[config.mk]
export PLATFORM = sky130hd
export DESIGN_NAME = blink_monitor
export DESIGN_NICKNAME = d
export VERILOG_FILES = /design/src/rtl/blink_monitor.sv
export SDC_FILE = /design/constraint.sdc
export NUM_CORES = 1
export LEC_CHECK = 0
export ABC_AREA = 1
export CORE_ASPECT_RATIO = 0.75
export CORE_UTILIZATION = 30
export CTS_BUF_LIST = sky130_fd_sc_hd__clkbuf_2 sky130_fd_sc_hd__clkbuf_4 sky130_fd_sc_hd__clkbuf_8
export DETAILED_ROUTE_END_ITERATION = 12
export GPL_TIMING_DRIVEN = 1
export SYNTH_ARGS = -nofsm -noshare
export SYNTH_HDL_FRONTEND = slang
export SYNTH_SLANG_ARGS = --single-unit
[constraint.sdc]
create_clock -name clk -period 2.25 [get_ports clk]
set_clock_uncertainty 0.2 [all_clocks]
set_input_delay 0.675 -clock clk [delete_from_list [all_inputs] [get_ports clk]]
set_output_delay 0.675 -clock clk [all_outputs]
set_load 0.005 [all_outputs]
[src/rtl/blink_monitor.sv]
// blink_monitor: measures the transition-to-transition count of an asynchronous toggling line,
// declares lock on the expected rate and pulses on a stuck line. Optional: BLINK_MONITOR_DUTY_CHECK_EN.
module blink_monitor #(
    parameter int  CLK_FREQ_KHz = 50000,
    parameter int  LED_FREQ_Hz  = 1,
    parameter int  TOL_CYC      = 2,
    parameter int  LOCK_COUNT   = 3,
    localparam int HALF_PERIOD  = (CLK_FREQ_KHz * 1000) / (LED_FREQ_Hz * 2),
    localparam int CNT_MAX      = 2 * HALF_PERIOD,
    localparam int CNT_W        = $clog2(CNT_MAX + 1)
) (
    input  logic             clk,
    input  logic             rst,
    input  logic             led_in,
    output logic             led_sync,
    output logic [CNT_W-1:0] half_period,
    output logic             meas_valid,
    output logic             locked,
    output logic             stuck,
    output logic             duty_err
);
    typedef enum logic [1:0] {ACQ, TRACK, LOCKED} state_e;

    localparam int                GOOD_W    = $clog2(LOCK_COUNT + 1);
    localparam logic [31:0]       LO_BOUND  = (HALF_PERIOD > TOL_CYC) ? 32'(HALF_PERIOD - TOL_CYC) : 32'd0;
    localparam logic [31:0]       HI_BOUND  = 32'(HALF_PERIOD + TOL_CYC);
    localparam logic [CNT_W-1:0]  CNT_SAT   = CNT_W'(CNT_MAX);
    localparam logic [GOOD_W-1:0] GOOD_LOCK = GOOD_W'(LOCK_COUNT);

    state_e            state_q, state_d;
    logic              s1_q, s2_q, s3_q;
    logic [CNT_W-1:0]  cnt_q, cnt_d, half_q, half_d;
    logic [GOOD_W-1:0] good_q, good_d, good_inc;
    logic              meas_q, meas_d, locked_q, locked_d, stuck_q, stuck_d;
    logic              led_edge, cnt_sat, in_tol;

    assign led_edge = s2_q ^ s3_q;
    assign cnt_sat  = (cnt_q == CNT_SAT);
    assign good_inc = good_q + GOOD_W'(1);
    // A saturated count may hide a much longer gap, so it never counts as in tolerance.
    assign in_tol   = (32'(cnt_q) >= LO_BOUND) && (32'(cnt_q) <= HI_BOUND) && !cnt_sat;

    // NOTE: sync flops reset to 1, the blinker's reset level, so leaving reset creates no edge.
    always_ff @(posedge clk or posedge rst) begin
        if (rst) begin
            s1_q     <= 1'b1;
            s2_q     <= 1'b1;
            s3_q     <= 1'b1;
            state_q  <= ACQ;
            cnt_q    <= '0;
            half_q   <= '0;
            good_q   <= '0;
            meas_q   <= 1'b0;
            locked_q <= 1'b0;
            stuck_q  <= 1'b0;
        end else begin
            // NOTE: non-blocking so the synchronizer chain shifts by exactly one stage per clock.
            s1_q     <= led_in;
            s2_q     <= s1_q;
            s3_q     <= s2_q;
            state_q  <= state_d;
            cnt_q    <= cnt_d;
            half_q   <= half_d;
            good_q   <= good_d;
            meas_q   <= meas_d;
            locked_q <= locked_d;
            stuck_q  <= stuck_d;
        end
    end

    // NOTE: every target gets a default first so no path leaves a latch behind.
    always_comb begin
        state_d = state_q;
        cnt_d   = cnt_q;
        half_d  = half_q;
        good_d  = good_q;
        if (led_edge)     cnt_d = CNT_W'(1);
        else if (!cnt_sat) cnt_d = cnt_q + CNT_W'(1);
        unique case (state_q)
            ACQ: if (led_edge) state_d = TRACK;
            TRACK: begin
                if (led_edge) begin
                    half_d = cnt_q;
                    if (in_tol) begin
                        good_d = good_inc;
                        if (good_inc == GOOD_LOCK) state_d = LOCKED;
                    end else begin
                        good_d = '0;
                    end
                end else if (cnt_sat) begin
                    state_d = ACQ;
                    good_d  = '0;
                end
            end
            LOCKED: begin
                if (led_edge) begin
                    half_d = cnt_q;
                    if (!in_tol) begin
                        state_d = TRACK;
                        good_d  = '0;
                    end
                end else if (cnt_sat) begin
                    state_d = ACQ;
                    good_d  = '0;
                end
            end
            default: state_d = ACQ;
        endcase
    end

    always_comb begin
        meas_d   = led_edge && (state_q != ACQ);
        stuck_d  = !led_edge && cnt_sat && (state_q != ACQ);
        locked_d = (state_d == LOCKED);
    end

    assign led_sync    = s2_q;
    assign half_period = half_q;
    assign meas_valid  = meas_q;
    assign locked      = locked_q;
    assign stuck       = stuck_q;

`ifdef BLINK_MONITOR_DUTY_CHECK_EN
    logic [CNT_W-1:0] hi_q, hi_d, lo_q, lo_d, duty_diff;
    logic             hi_seen_q, hi_seen_d, lo_seen_q, lo_seen_d, duty_q, duty_d;

    // s3 still holds the level of the phase that just ended.
    always_comb begin
        hi_d      = hi_q;
        lo_d      = lo_q;
        hi_seen_d = hi_seen_q;
        lo_seen_d = lo_seen_q;
        duty_d    = duty_q;
        duty_diff = '0;
        if (led_edge && state_q == ACQ) begin
            hi_seen_d = 1'b0;
            lo_seen_d = 1'b0;
        end else if (meas_d) begin
            if (s3_q) begin
                hi_d      = cnt_q;
                hi_seen_d = 1'b1;
            end else begin
                lo_d      = cnt_q;
                lo_seen_d = 1'b1;
            end
            duty_diff = (hi_d >= lo_d) ? (hi_d - lo_d) : (lo_d - hi_d);
            if (hi_seen_d && lo_seen_d) duty_d = (32'(duty_diff) > 32'(TOL_CYC));
        end else if (stuck_d) begin
            duty_d = 1'b0;
        end
    end

    always_ff @(posedge clk or posedge rst) begin
        if (rst) begin
            hi_q      <= '0;
            lo_q      <= '0;
            hi_seen_q <= 1'b0;
            lo_seen_q <= 1'b0;
            duty_q    <= 1'b0;
        end else begin
            hi_q      <= hi_d;
            lo_q      <= lo_d;
            hi_seen_q <= hi_seen_d;
            lo_seen_q <= lo_seen_d;
            duty_q    <= duty_d;
        end
    end

    assign duty_err = duty_q;
`else
    assign duty_err = 1'b0;
`endif

endmodule

==> results of run 1 <==
-- Yosys cell counts, types with 3 or more instances --
cell / count
dfstp_2: 3
inv_2: 10
nor2_1: 47
nand2_1: 89
a21oi_1: 17
o21ai_1: 6
ha_1: 8
o21ai_0: 39
nand4_1: 8
clkbuf_1: 4
mux2_2: 4
nor3_1: 9
nand2_2: 9
dfrtp_1: 59
nor2_2: 7
inv_1: 42
a31oi_1: 4
nand3_1: 23
nor2_4: 3
buf_4: 3
nor4_1: 3
-- registers in the layout (all words and copies together), names as in the netlist --
name / count
cnt_q: 26
half_period: 26
good_q: 2
state_q: 2
led_sync: 1
locked: 1
meas_valid: 1
s1_q: 1
s3_q: 1
stuck: 1
-- metal layers --
metal,routed length (µm),up-vias
li1,-,1436
met1,4580,1360
met2,3530,85
met3,465,12
met4,101,0
met5,0,-
-- stage by stage --
step / power (mW) / hold WS (ns) / area [µm²] / setup slack (ns)
after CTS: 2.85 / 0.160 / 4070 / 0.0148
after global routing: 2.98 / 0.169 / 4140 / 0.0172
final: 2.83 / 0.159 / 4140 / 0.146
after global placement: 1.67 / 0.147 / 3830 / 0.0417
after floorplan: 1.49 / 0.145 / 3290 / 0.496
after detailed placement: 1.67 / 0.150 / 3830 / 0.0187
-- how the worst max path moves through the flow --
stage	start	cells after the start	to
CTS	cnt_q[1]	11	good_q[1]
finish	half_period[6]	1	half_period[6]
global placement	cnt_q[1]	11	good_q[0]
global route	cnt_q[12]	11	good_q[0]
detailed placement	cnt_q[1]	11	good_q[1]
floorplan	led_sync	8	half_period[0]
-- what timing repair did --
action	CTS	global route
gates resized for setup	1	12
endpoints found under the setup margin	1	6
buffers inserted	0	5
hold endpoints to repair	0	0
pin swaps	0	1
-- worst reg2reg max path, delay by kind of cell, from the launching register on --
family	cells	cell delay, ns
compound gates	2	0.21
flops	1	0.51
simple gates	6	0.90
buf+inv	1	0.10
-- logic make-up after synthesis --
group / count (synthesis) / share of synthesized area, %
AO/OA/AOI/OAI: 70 / 11.4
flip-flops: 62 / 47.4
adder cells (fa/ha/maj): 8 / 3.05
AND/OR/NAND/NOR: 206 / 29.2
buffers and inverters: 62 / 7.51
other: 1 / 0.114
multiplexers: 4 / 1.37
-- power by group through the flow --
| stage | Sequential (mW) | Combinational (mW) | Clock [mW] |
|---|---|---|---|
| 6_report | 1.21 | 0.446 | 1.17 |
| 5_1_grt | 1.21 | 0.513 | 1.26 |
| 4_1_cts | 1.21 | 0.442 | 1.20 |
| 3_5_place_dp | 1.23 | 0.440 | 0 |
| 3_3_place_gp | 1.23 | 0.439 | 0 |
| 2_1_floorplan | 1.22 | 0.267 | 0 |
-- final cells by class --
cell class                 instances  area share (%)
sequential                        62            37.7
multi-input combinational        289            36.4
timing repair buffer              46            11.2
inverter                          53            4.90
clock buffer                      13            4.17
tap                              136            4.11
clock inverter                     3            1.57
==> flow_summary.json, run 1 <==
{
  "outcome": "finished clean",
  "pwr-share-clk_pct": 41.5,
  "io-pin-count": 34,
  "rsz0062_at_grt": "false",
  "core_mm2": 0.0105,
  "swShare_pct": 26.5,
  "num_vias": 2893,
  "setup_viol": 0,
  "finalHoldViolCount": 0,
  "drc": 0,
  "synth_cell_types": 33,
  "drv_slew": 0,
  "p_int_mw": 2.08,
  "hp-start": "s1_q",
  "layout.cells.non_filler": 602,
  "crit_required_ns": 1.37,
  "cts_hold_buffers": 0,
  "die_h_um": 92.6,
  "drt_first_pass_iters": 5,
  "clkLatencyLatePin_ns": 0.36,
  "met2_usage_pct": 23.7,
  "cts_root_buf": "clkbuf_8",
  "cp_slowest_stage_delay_ns": 0.51,
  "min_delay_path_depth": 0,
  "core.rowCount": 32,
  "critical_path_class": "reg -> out",
  "synthCells": 413,
  "cts_num_sinks": 62,
  "p_leak_nw": 1.88,
  "grt_pass1_vias": 2810,
  "hp-class": "reg -> reg",
  "start_util_pct": 31.4,
  "maxCapViolations": 0,
  "ys_seq_area_share_pct": 47.4,
  "worst-path-buf-inv": 1,
  "portBuffers": 32,
  "start_kind": "register",
  "grt.total_usage_pct": 17.1,
  "p_comb_share_pct": 15.8,
  "grt_remaining_overflow": 0,
  "seqCellArea_mm2": 0.00156,
  "routed_via_density": 4.81,
  "clk_pin_slew_ns": 0.07,
  "place_congestion": 0.906,
  "seqPwrFrac_pct": 42.7,
  "synth_edf_count": 0,
  "die_w_um": 123,
  "async_flop_share_pct": 100,
  "layout-drive-gt1-share_pct": 17.6,
  "ys_warn_count": 0,
  "drt_iter0_drc": 218,
  "synthTopCellsByArea": "dfrtp_1, nand2_1, o21ai_0, nor2_1, inv_1",
  "die_area_mm2": 0.0114,
  "r2r_slack_ns": 0.22,
  "cp_top_family": "buffers and inverters",
  "yosys_most_used_dff": "dfrtp_1",
  "min_to": "led_sync",
  "cts_buffers": 9,
  "powerDensity_mw_per_mm2": 682,
  "htreeDepth": 3,
  "grt_use_met1_pct": 24.9,
  "grt_max_degree": 35,
  "switchingPower_mw": 0.747,
  "busiest_layer": "met1",
  "ir_drop_mv": 0.276,
  "worstPathArrival_ns": 1.23,
  "synth_area_per_cell_um2": 7.95,
  "yosysTopAreaCell": "dfrtp_1",
  "clockBufferDepth": 2,
  "end_kind": "output port",
  "path_cells": "clkdlybuf4s50_1",
  "dp.cells": 581,
  "diodes": 0,
  "rr_worst_depth": 9,
  "r2r_start": "cnt_q[5]",
  "slowest_stage": "clkdlybuf4s50_1",
  "post-dp-hpwl_um": 6690,
  "layout.nets": 472,
  "period_share_pct": 93.5,
  "clock.fmax_mhz": 475,
  "multiInputGateArea_mm2": 0.00151,
  "layout_common_cells": "nand2_1, dfrtp_1, nor2_1",
  "area_growth_syn_to_layout_pct": 26.1,
  "antenna_found_initial": 0,
  "reg2reg_to": "cnt_q[21]",
  "routed_wl_um": 8680,
  "finalCriticalPeriod_ns": 2.10,
  "netlist_area_mm2": 0.00328,
  "ys_seq_elements": 62,
  "routedWlPerCell_um": 14.4,
  "ant_nets": 0,
  "nFillCells": 1065,
  "post-route-util_pct": 39.6,
  "use_met3_pct": 5.54,
  "synth_top_area_share_pct": 45.0,
  "grt_pass1_wl_um": 14500,
  "fin_tns_setup_ns": 0,
  "cts_tree": "built",
  "synth_nets": 424,
  "final_common_cell": "nand2_1",
  "crit_fanout": 2
}
Power figures use the tool's default switching activity.
==> run 2, diff against run 1 <==
--- a/config.mk
+++ b/config.mk
@@ -11,6 +11,9 @@
 export CTS_BUF_LIST = sky130_fd_sc_hd__clkbuf_2 sky130_fd_sc_hd__clkbuf_4 sky130_fd_sc_hd__clkbuf_8
 export DETAILED_ROUTE_END_ITERATION = 12
 export GPL_TIMING_DRIVEN = 1
+export HOLD_SLACK_MARGIN = 0.02
+export RECOVER_POWER = 50
+export SKIP_LAST_GASP = 1
 export SYNTH_ARGS = -nofsm -noshare
 export SYNTH_HDL_FRONTEND = slang
 export SYNTH_SLANG_ARGS = --single-unit
==> flow_summary.json, run 2 (synthesized netlist as in run 1, its figures left out) <==
{
  "outcome": "finished clean",
  "path_cells": "clkdlybuf4s50_1",
  "htreeDepth": 3,
  "clock.fmax_mhz": 475,
  "die_h_um": 92.6,
  "finalCriticalPeriod_ns": 2.10,
  "critical_path_class": "reg -> out",
  "ant_nets": 0,
  "die_area_mm2": 0.0114,
  "hp-class": "reg -> reg",
  "start_util_pct": 31.4,
  "antenna_found_initial": 0,
  "num_vias": 2889,
  "setup_viol": 0,
  "cts_hold_buffers": 0,
  "drt_iter0_drc": 213,
  "diodes": 0,
  "crit_fanout": 2,
  "cts_root_buf": "clkbuf_8",
  "core.rowCount": 32,
  "grt_max_degree": 35,
  "layout.nets": 472,
  "start_kind": "register",
  "clk_pin_slew_ns": 0.07,
  "clkLatencyLatePin_ns": 0.36,
  "slew_headroom_pct": 55.3,
  "io-pin-count": 34,
  "worst-path-buf-inv": 1,
  "finalHoldViolCount": 0,
  "routedWlPerCell_um": 14.4,
  "multiInputGateArea_mm2": 0.00150,
  "nFillCells": 1067,
  "powerDensity_mw_per_mm2": 684,
  "grt_pass1_wl_um": 14500,
  "fin_tns_setup_ns": 0,
  "portBuffers": 32,
  "grt_remaining_overflow": 0,
  "drc": 0,
  "p_leak_nw": 1.88,
  "drt_first_pass_iters": 5,
  "cts_buffers": 9,
  "ir_drop_mv": 0.276,
  "period_share_pct": 93.5,
  "slowest_stage": "clkdlybuf4s50_1",
  "end_kind": "output port",
  "worstPathArrival_ns": 1.23,
  "post-dp-hpwl_um": 6690,
  "grt.total_usage_pct": 17.1,
  "die_w_um": 123,
  "core_mm2": 0.0105,
  "cts_num_sinks": 62,
  "crit_required_ns": 1.37,
  "worst_slew_pin_slew_ns": 0.667,
  "seqCellArea_mm2": 0.00156,
  "clockBufferDepth": 2,
  "grt_pass1_vias": 2810,
  "dp.cells": 581,
  "final_common_cell": "nand2_1",
  "area_growth_syn_to_layout_pct": 25.7,
  "post-route-util_pct": 39.5,
  "rsz0062_at_grt": "false",
  "place_congestion": 0.906,
  "cp_top_family": "buffers and inverters",
  "drv_slew": 0,
  "layout.cells.non_filler": 602,
  "cp_slowest_stage_delay_ns": 0.51,
  "layout-drive-gt1-share_pct": 16.7,
  "routed_via_density": 4.80,
  "maxCapViolations": 0,
  "routed_wl_um": 8660,
  "cts_tree": "built",
  "layout_common_cells": "nand2_1, dfrtp_1, nor2_1"
}
run 2: cell count changes in the layout (fill, tap and decap cells not counted), sizes merged:
cell | before | now
clkdlybuf4s50 | 31 | 29
dlygate4sd3 | 0 | 2
run 2: final cells by class:
type                            count  share of cell area [%]
Multi-Input combinational cell    289                    36.3
Timing Repair Buffer               46                    11.2
Inverter                           53                    4.85
Tap cell                          136                    4.12
Clock buffer                       13                    4.18
Sequential cell                    62                    37.8
Clock inverter                      3                    1.58
run 2: final timing paths:
path / from / endpoint / slack [ns] / depth (start not counted)
worst max-delay path: half_period[6] / half_period[6] / 0.15 / 1
worst min-delay path: s1_q / led_sync / 0.16 / 0
worst max register to register: cnt_q[5] / cnt_q[21] / 0.18 / 9
worst min register to register: s1_q / led_sync / 0.16 / 0
max in group asynchronous: rst / s1_q / 0.63 / 3
min in group asynchronous: rst / half_period[12] / 0.63 / 2
run 2: where the power goes:
group | total (mW) | switching (mW) | internal (mW) | leakage [nW]
Combinational | 0.444 | 0.260 | 0.185 | 0.923
Clock | 1.17 | 0.448 | 0.725 | 0.123
Sequential | 1.20 | 0.0389 | 1.17 | 0.839
Total | 2.82 | 0.747 | 2.08 | 1.88
run 2: routing by layer:
| metal | vias to the layer above | share of wire [%] | track usage, % |
|---|---|---|---|
| li1 | 1435 | - | - |
| met1 | 1358 | 53 | 24.9 |
| met2 | 84 | 41 | 23.7 |
| met3 | 12 | 5.5 | 5.54 |
| met4 | 0 | 1.2 | 5.39 |
| met5 | - | 0 | 0 |
run 2: timing repair:
action,4_1_cts,5_1_grt
setup buffers,0,5
resized for setup,1,12
pin swaps,0,1
endpoints found under the hold margin,0,0
setup endpoints to repair,1,6
run 2: through the flow:
step | hold WS (ns) | worst slack, ns | cell area, µm² | power, mW
final | 0.164 | 0.147 | 4130 | 2.82
after global routing | 0.175 | 0.00622 | 4130 | 2.98
after CTS | 0.160 | 0.0148 | 4070 | 2.85
after detailed placement | 0.150 | 0.0187 | 3830 | 1.67
after global placement | 0.147 | 0.0417 | 3830 | 1.67
after floorplan | 0.145 | 0.496 | 3290 | 1.49
